==> config.mk <==
export PLATFORM = sky130hd
export DESIGN_NAME = filter_settle_monitor
export DESIGN_NICKNAME = d
export VERILOG_FILES = /design/src/rtl/filter_monitor_pkg.sv /design/src/rtl/band_detector.sv /design/src/rtl/filter_settle_monitor.sv
export SDC_FILE = /design/constraint.sdc
export NUM_CORES = 1
export LEC_CHECK = 0
export CORE_MARGIN = 2
export CORE_UTILIZATION = 55
export DETAILED_ROUTE_END_ITERATION = 16
export GPL_ROUTABILITY_DRIVEN = 0
export PLACE_DENSITY = 0.88
export SYNTH_ARGS = -nofsm -noshare
export SYNTH_HDL_FRONTEND = slang
export SYNTH_SLANG_ARGS = --single-unit
==> constraint.sdc <==
create_clock -name clk -period 3.6 [get_ports clk]
set_input_delay 0.54 -clock clk [delete_from_list [all_inputs] [get_ports clk]]
set_output_delay 0.54 -clock clk [all_outputs]
set_load 0.02 [all_outputs]
==> src/rtl/filter_monitor_pkg.sv <==
// Package for filter_settle_monitor.
// Holds the measurement FSM state type and the counter width helper that
// both the top and its testbench use to size the sample and band counters.
package filter_monitor_pkg;

   typedef enum logic [1:0] {
      IDLE    = 2'd0,
      TRACK   = 2'd1,
      SETTLED = 2'd2,
      TIMEOUT = 2'd3
   } state_e;

   // Bits needed to hold every value 0..max_count inclusive.
   function automatic int cnt_width(input int max_count);
      return (max_count < 1) ? 1 : $clog2(max_count + 1);
   endfunction

endpackage

==> src/rtl/band_detector.sv <==
// band_detector: classifies one filter output sample against the target band.
//   clk, rst_n    clock, asynchronous active-low reset
//   v_out         signed sample code
//   sample        this sample belongs to the running measurement
//   clear         start of a new measurement; forgets the previous sample
//   in_band       |v_out - TARGET| <= TOL for the current sample
//   above_band    v_out - TARGET > TOL for the current sample
//   prev_in_band  registered in_band of the last accepted sample
module band_detector #(
   parameter int WIDTH  = 18,
   parameter int TARGET = 65536,
   parameter int TOL    = 655
) (
   input  logic             clk,
   input  logic             rst_n,
   input  logic [WIDTH-1:0] v_out,
   input  logic             sample,
   input  logic             clear,
   output logic             in_band,
   output logic             above_band,
   output logic             prev_in_band
);

   // One guard bit makes v_out - TARGET and its magnitude exact.
   localparam logic signed [WIDTH:0] TARGET_S = (WIDTH+1)'(TARGET);
   localparam logic signed [WIDTH:0] TOL_S    = (WIDTH+1)'(TOL);

   logic signed [WIDTH:0] diff;
   logic        [WIDTH:0] abs_diff;
   logic                  in_band_d, in_band_q;

   // NOTE: combinational blocks use blocking '=' and give every output a
   // default first, so no path can leave a value held and infer a latch.
   always_comb begin
      diff       = $signed({v_out[WIDTH-1], v_out}) - TARGET_S;
      abs_diff   = diff[WIDTH] ? $unsigned(-diff) : $unsigned(diff);
      in_band    = (abs_diff <= $unsigned(TOL_S));
      above_band = (diff > TOL_S);

      in_band_d = in_band_q;
      if (clear) begin
         in_band_d = 1'b0;
      end else if (sample) begin
         in_band_d = in_band;
      end
   end

   // NOTE: clocked blocks use non-blocking '<=' so every flop samples the
   // pre-edge values regardless of statement order.
   always_ff @(posedge clk or negedge rst_n) begin
      if (!rst_n) begin
         in_band_q <= 1'b0;
      end else begin
         in_band_q <= in_band_d;
      end
   end

   assign prev_in_band = in_band_q;

endmodule

==> src/rtl/filter_settle_monitor.sv <==
// filter_settle_monitor: measures the step response of the emulated filter.
// After a start pulse it tracks v_out samples, reports whether the response
// stays within TOL of TARGET for SETTLE_CYCLES consecutive samples before
// TIMEOUT_CYCLES samples have elapsed, and records peak and overshoot.
//   clk, rst_n   emulator clock, asynchronous active-low reset
//   v_out        signed filter output code (LSB = 2^EXPONENT)
//   sample_en    v_out valid this cycle
//   start        single-cycle pulse; begins or restarts a measurement
//   busy         measurement in progress
//   settled      sticky pass flag
//   timed_out    sticky fail flag
//   overshoot    sticky: a sample exceeded TARGET+TOL
//   peak         largest sample of this measurement
//   settle_time  0-based index of the first sample of the final in-band run
module filter_settle_monitor
   import filter_monitor_pkg::*;
#(
   parameter int WIDTH          = 18,
   parameter int EXPONENT       = -16,
   parameter int TARGET         = 65536,
   parameter int TOL            = 655,
   parameter int SETTLE_CYCLES  = 1000,
   parameter int TIMEOUT_CYCLES = 100000
) (
   input  logic                                 clk,
   input  logic                                 rst_n,
   input  logic signed [WIDTH-1:0]              v_out,
   input  logic                                 sample_en,
   input  logic                                 start,
   output logic                                 busy,
   output logic                                 settled,
   output logic                                 timed_out,
   output logic                                 overshoot,
   output logic signed [WIDTH-1:0]              peak,
   output logic [cnt_width(TIMEOUT_CYCLES)-1:0] settle_time
);

   localparam int CW = cnt_width(TIMEOUT_CYCLES);
   localparam int BW = cnt_width(SETTLE_CYCLES);
   localparam logic [CW-1:0] TIMEOUT_C = CW'(TIMEOUT_CYCLES);
   localparam logic [BW-1:0] SETTLE_C  = BW'(SETTLE_CYCLES);
   localparam logic signed [WIDTH-1:0] PEAK_MIN = {1'b1, {(WIDTH-1){1'b0}}};

   // Reject configurations that cannot produce a meaningful measurement.
   if (TIMEOUT_CYCLES <= SETTLE_CYCLES || EXPONENT >= 0) begin : g_param_check
      $error("filter_settle_monitor: need TIMEOUT_CYCLES > SETTLE_CYCLES and a fractional EXPONENT");
   end

   state_e                  state_d, state_q;
   logic [CW-1:0]           sample_cnt_d, sample_cnt_q;
   logic [BW-1:0]           band_cnt_d, band_cnt_q;
   logic [CW-1:0]           settle_time_d, settle_time_q;
   logic signed [WIDTH-1:0] peak_d, peak_q;
   logic                    overshoot_d, overshoot_q;
   logic                    clear, take;
   logic                    in_band, above_band, prev_in_band;

   band_detector #(
      .WIDTH  (WIDTH),
      .TARGET (TARGET),
      .TOL    (TOL)
   ) u_band (
      .clk          (clk),
      .rst_n        (rst_n),
      .v_out        (v_out),
      .sample       (take),
      .clear        (clear),
      .in_band      (in_band),
      .above_band   (above_band),
      .prev_in_band (prev_in_band)
   );

   always_comb begin
      state_d       = state_q;
      sample_cnt_d  = sample_cnt_q;
      band_cnt_d    = band_cnt_q;
      settle_time_d = settle_time_q;
      peak_d        = peak_q;
      overshoot_d   = overshoot_q;
      clear         = 1'b0;
      take          = 1'b0;

      unique case (state_q)
         TRACK: begin
            // start outranks a coincident sample: the sample is dropped.
            if (start) begin
               clear = 1'b1;
            end else if (sample_en) begin
               take = 1'b1;
               if (sample_cnt_q != TIMEOUT_C) sample_cnt_d = sample_cnt_q + CW'(1);
               if (in_band) begin
                  if (band_cnt_q != SETTLE_C) band_cnt_d = band_cnt_q + BW'(1);
                  // Index before increment is this sample's 0-based position.
                  if (!prev_in_band) settle_time_d = sample_cnt_q;
               end else begin
                  band_cnt_d = '0;
               end
               if (v_out > peak_q) peak_d = v_out;
               if (above_band) overshoot_d = 1'b1;
               // Settling is tested first so it wins a same-sample tie.
               if (band_cnt_d == SETTLE_C) begin
                  state_d = SETTLED;
               end else if (sample_cnt_d == TIMEOUT_C) begin
                  state_d = TIMEOUT;
               end
            end
         end
         IDLE, SETTLED, TIMEOUT: begin
            if (start) begin
               state_d = TRACK;
               clear   = 1'b1;
            end
         end
         default: state_d = IDLE;
      endcase

      if (clear) begin
         sample_cnt_d  = '0;
         band_cnt_d    = '0;
         settle_time_d = '0;
         peak_d        = PEAK_MIN;
         overshoot_d   = 1'b0;
      end
   end

   always_ff @(posedge clk or negedge rst_n) begin
      if (!rst_n) begin
         state_q       <= IDLE;
         sample_cnt_q  <= '0;
         band_cnt_q    <= '0;
         settle_time_q <= '0;
         peak_q        <= PEAK_MIN;
         overshoot_q   <= 1'b0;
      end else begin
         state_q       <= state_d;
         sample_cnt_q  <= sample_cnt_d;
         band_cnt_q    <= band_cnt_d;
         settle_time_q <= settle_time_d;
         peak_q        <= peak_d;
         overshoot_q   <= overshoot_d;
      end
   end

   assign busy        = (state_q == TRACK);
   assign settled     = (state_q == SETTLED);
   assign timed_out   = (state_q == TIMEOUT);
   assign overshoot   = overshoot_q;
   assign peak        = peak_q;
   assign settle_time = settle_time_q;

endmodule
Yosys cells after proc, flatten, opt, wreduce, memory -nomap -nowiden
Cells that the tools add are included.
{ "classes": {"addsub": 4, "mul": 0, "div_mod_pow": 0, "order_cmp": 3, "n_eq_ne": 13, "shifts": 0, "n_mux": 47, "bitwise_logic": 0, "reduce_logical": 14} }
{ "op_table": {"columns": ["op", "n"], "rows": [
  ["$mux 17", 14],
  ["$mux 10", 9],
  ["$mux 18", 5],
  ["$gt 19x11->1 const B", 1],
  ["$le 19x10->1 const B", 1],
  ["$mux 19", 1],
  ["$neg 19->19", 1],
  ["$sub 18x18->19 const B", 1],
  ["$gt 18x18->1", 1],
  ["$add 17x1->17 const B", 1],
  ["$eq 17x17->1 const B", 1],
  ["$ne 17x17->1 const B", 1],
  ["$mux 1", 12],
  ["$reduce_and 4->1", 3],
  ["$reduce_bool 2->1", 6],
  ["$add 10x1->10 const B", 1],
  ["$eq 10x10->1 const B", 1],
  ["$mux 2", 5],
  ["$ne 10x10->1 const B", 1],
  ["$ne 2x2->1 const B", 4],
  ["$reduce_and 5->1", 1],
  ["$eq 2x2->1 const B", 2],
  ["$pmux 2 s2", 1],
  ["$reduce_or 4->1", 1],
  ["other kinds (6)", 6]
]} }
{ "totals": {"register_bits": 66, "latch_bits": 0, "ram_bits": 0, "rom_bits": 0, "wordCells": 88, "memories": 0} }

Longest topological paths before layout
{ "depth": {"ltp_word": 13, "mapped_depth": 12, "depth_no_buf": 9} }

Hierarchy
Synthesis repeated with hierarchy kept, for this count alone.
{ "unflattened": {"hier_cells": 526, "area_unflattened_um2": 4621.9} }
{ "by_module_without_submodules": {"columns": ["mod", "instances", "cells_per_inst", "area_each_um2", "seq_area_each_um2"], "rows": [
  ["filter_settle_monitor", 1, 443, 4063.9, 1627.8],
  ["band_detector", 1, 83, 558.0, 25.0]
]} }

Worst setup path after synthesis
OpenSTA, ideal clock, no wires.
{ "synth_path": {"path_kind": "in2reg", "start": "in v_out[0]", "end": "reg settle_time_q[3], in the netlist settle_time[3]", "arrival_ns": 3.132, "t_required_ns": 3.479, "slack_ns": 0.347, "cell_stages": 11, "cell_sequence": "inv_1 > ha_1 > or3b_2 > nor4_1 > mux2_2 > a2111oi_2 > o2111ai_1 > buf_6 > and2_4 > buf_6 > a22o_1"} }
{ "synth_between": {"elab_chain_cells": 6} }
{ "synth_rtl": {"columns": ["item", "line_no", "rtl"], "rows": [
  ["start, declared", "filter_settle_monitor.sv:27", "input logic signed [WIDTH-1:0] v_out,"],
  ["$sub 18x18->19 (*)", "band_detector.sv:35", "diff = $signed({v_out[WIDTH-1], v_out}) - TARGET_S;"],
  ["$neg 19->19", "band_detector.sv:36", "abs_diff = diff[WIDTH] ? $unsigned(-diff) : $unsigned(diff);"],
  ["$mux 19 (*)", "band_detector.sv:36", null],
  ["$le 19x10->1 (*)", "band_detector.sv:37", "in_band = (abs_diff <= $unsigned(TOL_S));"],
  ["$reduce_bool 2->1 (no source line) (*)", null, null],
  ["$reduce_and 5->1 (no source line) (*)", null, null],
  ["end signal, assigned", "filter_settle_monitor.sv:138", "settle_time_q <= settle_time_d;"],
  ["end, declared", "filter_settle_monitor.sv:52", "logic [CW-1:0] settle_time_d, settle_time_q;"]
]} }
Every way passes the cells marked *; elsewhere a longest branch is shown, timed or not.
A chain may end at the register's enable or synchronous reset.

Final worst setup path
{ "layout_path": {"start": "in v_out[0]", "end": "reg band_cnt_q[0]"} }
{ "layout_between": {"elab_chain_cells": 12} }
{ "layout_rtl": {"columns": ["item", "line_no", "rtl"], "rows": [
  ["$sub 18x18->19 (*)", "band_detector.sv:35", null],
  ["$neg 19->19", "band_detector.sv:36", null],
  ["$mux 19 (*)", "band_detector.sv:36", null],
  ["$le 19x10->1 (*)", "band_detector.sv:37", null],
  ["$mux 10 (*)", "filter_settle_monitor.sv:91", "if (in_band) begin"],
  ["$mux 10 (*)", "filter_settle_monitor.sv:88", "end else if (sample_en) begin"],
  ["$mux 10 (*)", "filter_settle_monitor.sv:86", "if (start) begin"],
  ["$mux 10 (*)", "filter_settle_monitor.sv:83", "unique case (state_q)"],
  ["$mux 10 (*)", "filter_settle_monitor.sv:88", null],
  ["$mux 10 (*)", "filter_settle_monitor.sv:86", null],
  ["$mux 10 (*)", "filter_settle_monitor.sv:83", null],
  ["$mux 10 (*)", "filter_settle_monitor.sv:117", "if (clear) begin"],
  ["end signal, assigned", "filter_settle_monitor.sv:137", "band_cnt_q <= band_cnt_d;"],
  ["end, declared", "filter_settle_monitor.sv:51", "logic [BW-1:0] band_cnt_d, band_cnt_q;"]
]} }
Every way passes the cells marked *; elsewhere a longest branch is shown, timed or not. The select of a mux whose other input is x is not followed.

==> out/metrics.cfg <==
[status]
status = complete, no violations

[placement]
postPlaceCellArea_mm2 = 0.00542
io_buffers = 60
dp_hpwl_um = 8870

[global_routing]
grt_pass1_vias = 4171
antenna_found_initial = 0
grt_pass1_wl_um = 20500
gr-total-overflow = 0
grt_max_degree = 41
grt_usage_pct = 28.8

[run]
cap_violations = 0

[clock_tree]
htreeDepth = 3
cts-root-buf = clkbuf_8
numCtsBuffers = 9
clockBufferDepth = 2
clock_sinks = 66
clkSlewWorstSetupHoldPaths_ns = 0.08
clock_latency_ns = 0.36
cts_tree = done
ctsHoldBuffers = 0

[final_layout]
area_growth_pct = 23.1
mostFrequentLayoutCell = dfrtp_1
finalInstanceArea_mm2 = 0.00567
layout-drive-gt1-share_pct = 11.7
finish.net_count = 639
layout_common_cells = 65 x dfrtp_1, 59 x clkdlybuf4s50_1, 57 x nand2_1
fill_cells = 602
diodes = 0
postLayoutCoreUtil_pct = 69.4

[synthesis]
synth.net_count = 568
ys_top_cells_by_area = dfrtp_1 35%, ha_1 7.1%, mux2i_1 5.9%
yosys_warnings = 0
ys_seq_area_share_pct = 35.8
synth-main-ff-cell = dfrtp_1
synth.cell_area_mm2 = 0.00461
yosysUniqueCellTypes = 62
syn-instance-count = 520
yosysTopAreaCell = dfrtp_1
netlist.area_leader.share_pct = 35.3
ys_async_sr_fraction_pct = 100
synth_edf_count = 0
ys_ff_latch = 66
synth_area_per_cell_um2 = 8.87

[pwr]
power.density_mw_per_mm2 = 333
p_leak_nw = 2.48
ir_drop_v = 0.000195

[worst_setup_path]
cp_top_family = compound AO/OA/AOI/OAI gates
r2r.worst_path.cells = 7
cp.buffers_inverters = 3
worstPathRequired_ns = 3.90
timing.rr.end = state_q[1]
startpoint_type = input pin
r2r_start = sample_cnt_q[3]
cpMaxStageDelayCell = or3b_2
slowest_delay_ns = 0.47
path_max_fanout = 6
cpMostUsedCell = mux2_2
cp-end-kind = flip-flop
path_cells = clkdlybuf4s50_1, inv_1, ha_1, or3b_2, nor4_2, mux2_2, a2111oi_4, o211ai_2, buf_4, o41ai_2, mux2_2
critPathArrivalTime_ns = 3.75
crit_type = input pin to flip-flop
reg2reg_slack_ns = 0.91
crit_start = v_out[0]

[floorplanning]
core_mm2 = 0.00818
initial_utilization_pct = 56.4
die_w_um = 95.6
rows = 33
io_pins = 61
die_h_um = 95.6
die_area_mm2 = 0.00913

[sta]
finalClockSkew_ns = 0.00758
setup_violations = 0
clock.fmax_mhz = 290
slew_headroom_pct = 43.9
hold_ws_ns = 0.268
slew_violations = 0
hold_violations = 0
fin_crit_ns = 3.45
period_share_pct = 95.8
worst_pin_slew_ns = 0.841

[detailed_routing]
dr.first_iter.drc_count = 300
final_antenna_net_count = 0
firstDrtPassIters = 6
vias = 4352
remaining_drc_errors = 0
vias_per_cell = 6.21
wl_per_cell_um = 18.1
wl_um = 12700

[worst_hold_path]
hold_class = input pin to async pin

sequential cells by signal, summed over array words and instances, names as in the netlist:
signal / count
peak: 18
sample_cnt_q: 17
settle_time: 17
band_cnt_q: 10
state_q: 2
overshoot: 1
u_band.prev_in_band: 1
what timing repair did:
item                       4_1_cts  5_1_grt
gates resized for setup          0        2
setup buffers                    0        1
setup endpoints to repair        0       21
kinds of logic after synthesis:
kind of cell | share of synthesized area, %
AO/OA/AOI/OAI | 16.0
XOR/XNOR | 5.13
adder cells (fa/ha/maj) | 7.06
buffers and inverters | 6.08
flip-flops | 35.8
multiplexers | 6.35
AND/OR/NAND/NOR | 23.6
synth_stat cells, types with 3 or more instances:
cell       instances
mux2i_1           27
a41oi_1            4
inv_1             33
o21a_1             3
nor4_1             5
nor2_1            55
nand4_1           11
nand2_1           57
a31oi_1            3
xor2_1            12
buf_6              4
clkbuf_1          24
a21o_1             4
nor3b_1            3
or4_1              4
o31ai_1           10
and4_1             3
and2_1             4
nor3_1            15
nor4bb_1           4
a21oi_1           18
xnor2_1           15
and3_1             6
ha_1              26
o21ai_0           12
dfrtp_1           65
o2111ai_1          3
o22ai_1            3
buf_1              3
nand3_1           14
a22o_1            18
or3_1              6
nor2b_1            9
final cells by class:
type	instances	area (um^2)	share of cell area (%)
clock buffer	10	138	2.43
sequential	66	1650	29.1
timing repair buffer	93	843	14.9
inverter	33	124	2.18
multi-input combinational	388	2700	47.5
clock inverter	6	88.8	1.57
tap	105	131	2.32
worst register-to-register path, delay by kind of cell (launching register included):
kind | cells | cell delay [ns]
compound gates | 4 | 0.80
xor+xnor | 1 | 0.17
flops | 1 | 0.62
simple gates | 2 | 1.04
worst max path at each step:
stage,to,slack (ns),cells after the start
detailed placement,band_cnt_q[5],-0.34,11
finish,band_cnt_q[0],0.15,11
floorplan,settle_time[3],0.35,11
CTS,band_cnt_q[5],0.009,11
global route,state_q[1],-0.01,11
global placement,band_cnt_q[9],-0.19,11
metal layers:
metal | global-route usage, % | vias to the layer above | wire, um
li1 | - | 1999 | -
met1 | 38.5 | 2066 | 5260
met2 | 46.1 | 237 | 6050
met4 | 12.6 | 0 | 453
met3 | 4.82 | 50 | 938
met5 | 0 | - | 0
power by group:
group / leakage, nW / switching, mW / total (mW) / internal, mW
Clock: 0.109 / 0.322 / 0.732 / 0.410
Combinational: 1.47 / 0.212 / 0.374 / 0.162
Sequential: 0.902 / 0.0232 / 0.786 / 0.763
Total: 2.48 / 0.557 / 1.89 / 1.33
stage by stage:
stage               TNS, ns  total power [mW]  setup slack (ns)  cells
floorplan                 0             0.999             0.347    520
global placement      -2.82              1.14            -0.186    684
detailed placement    -6.10              1.16            -0.345    684
CTS                       0              1.89           0.00878    700
global route        -0.0279              1.97           -0.0133    701
finish                    0              1.89             0.151    701
Note: power is estimated with default switching activity, not from simulation.
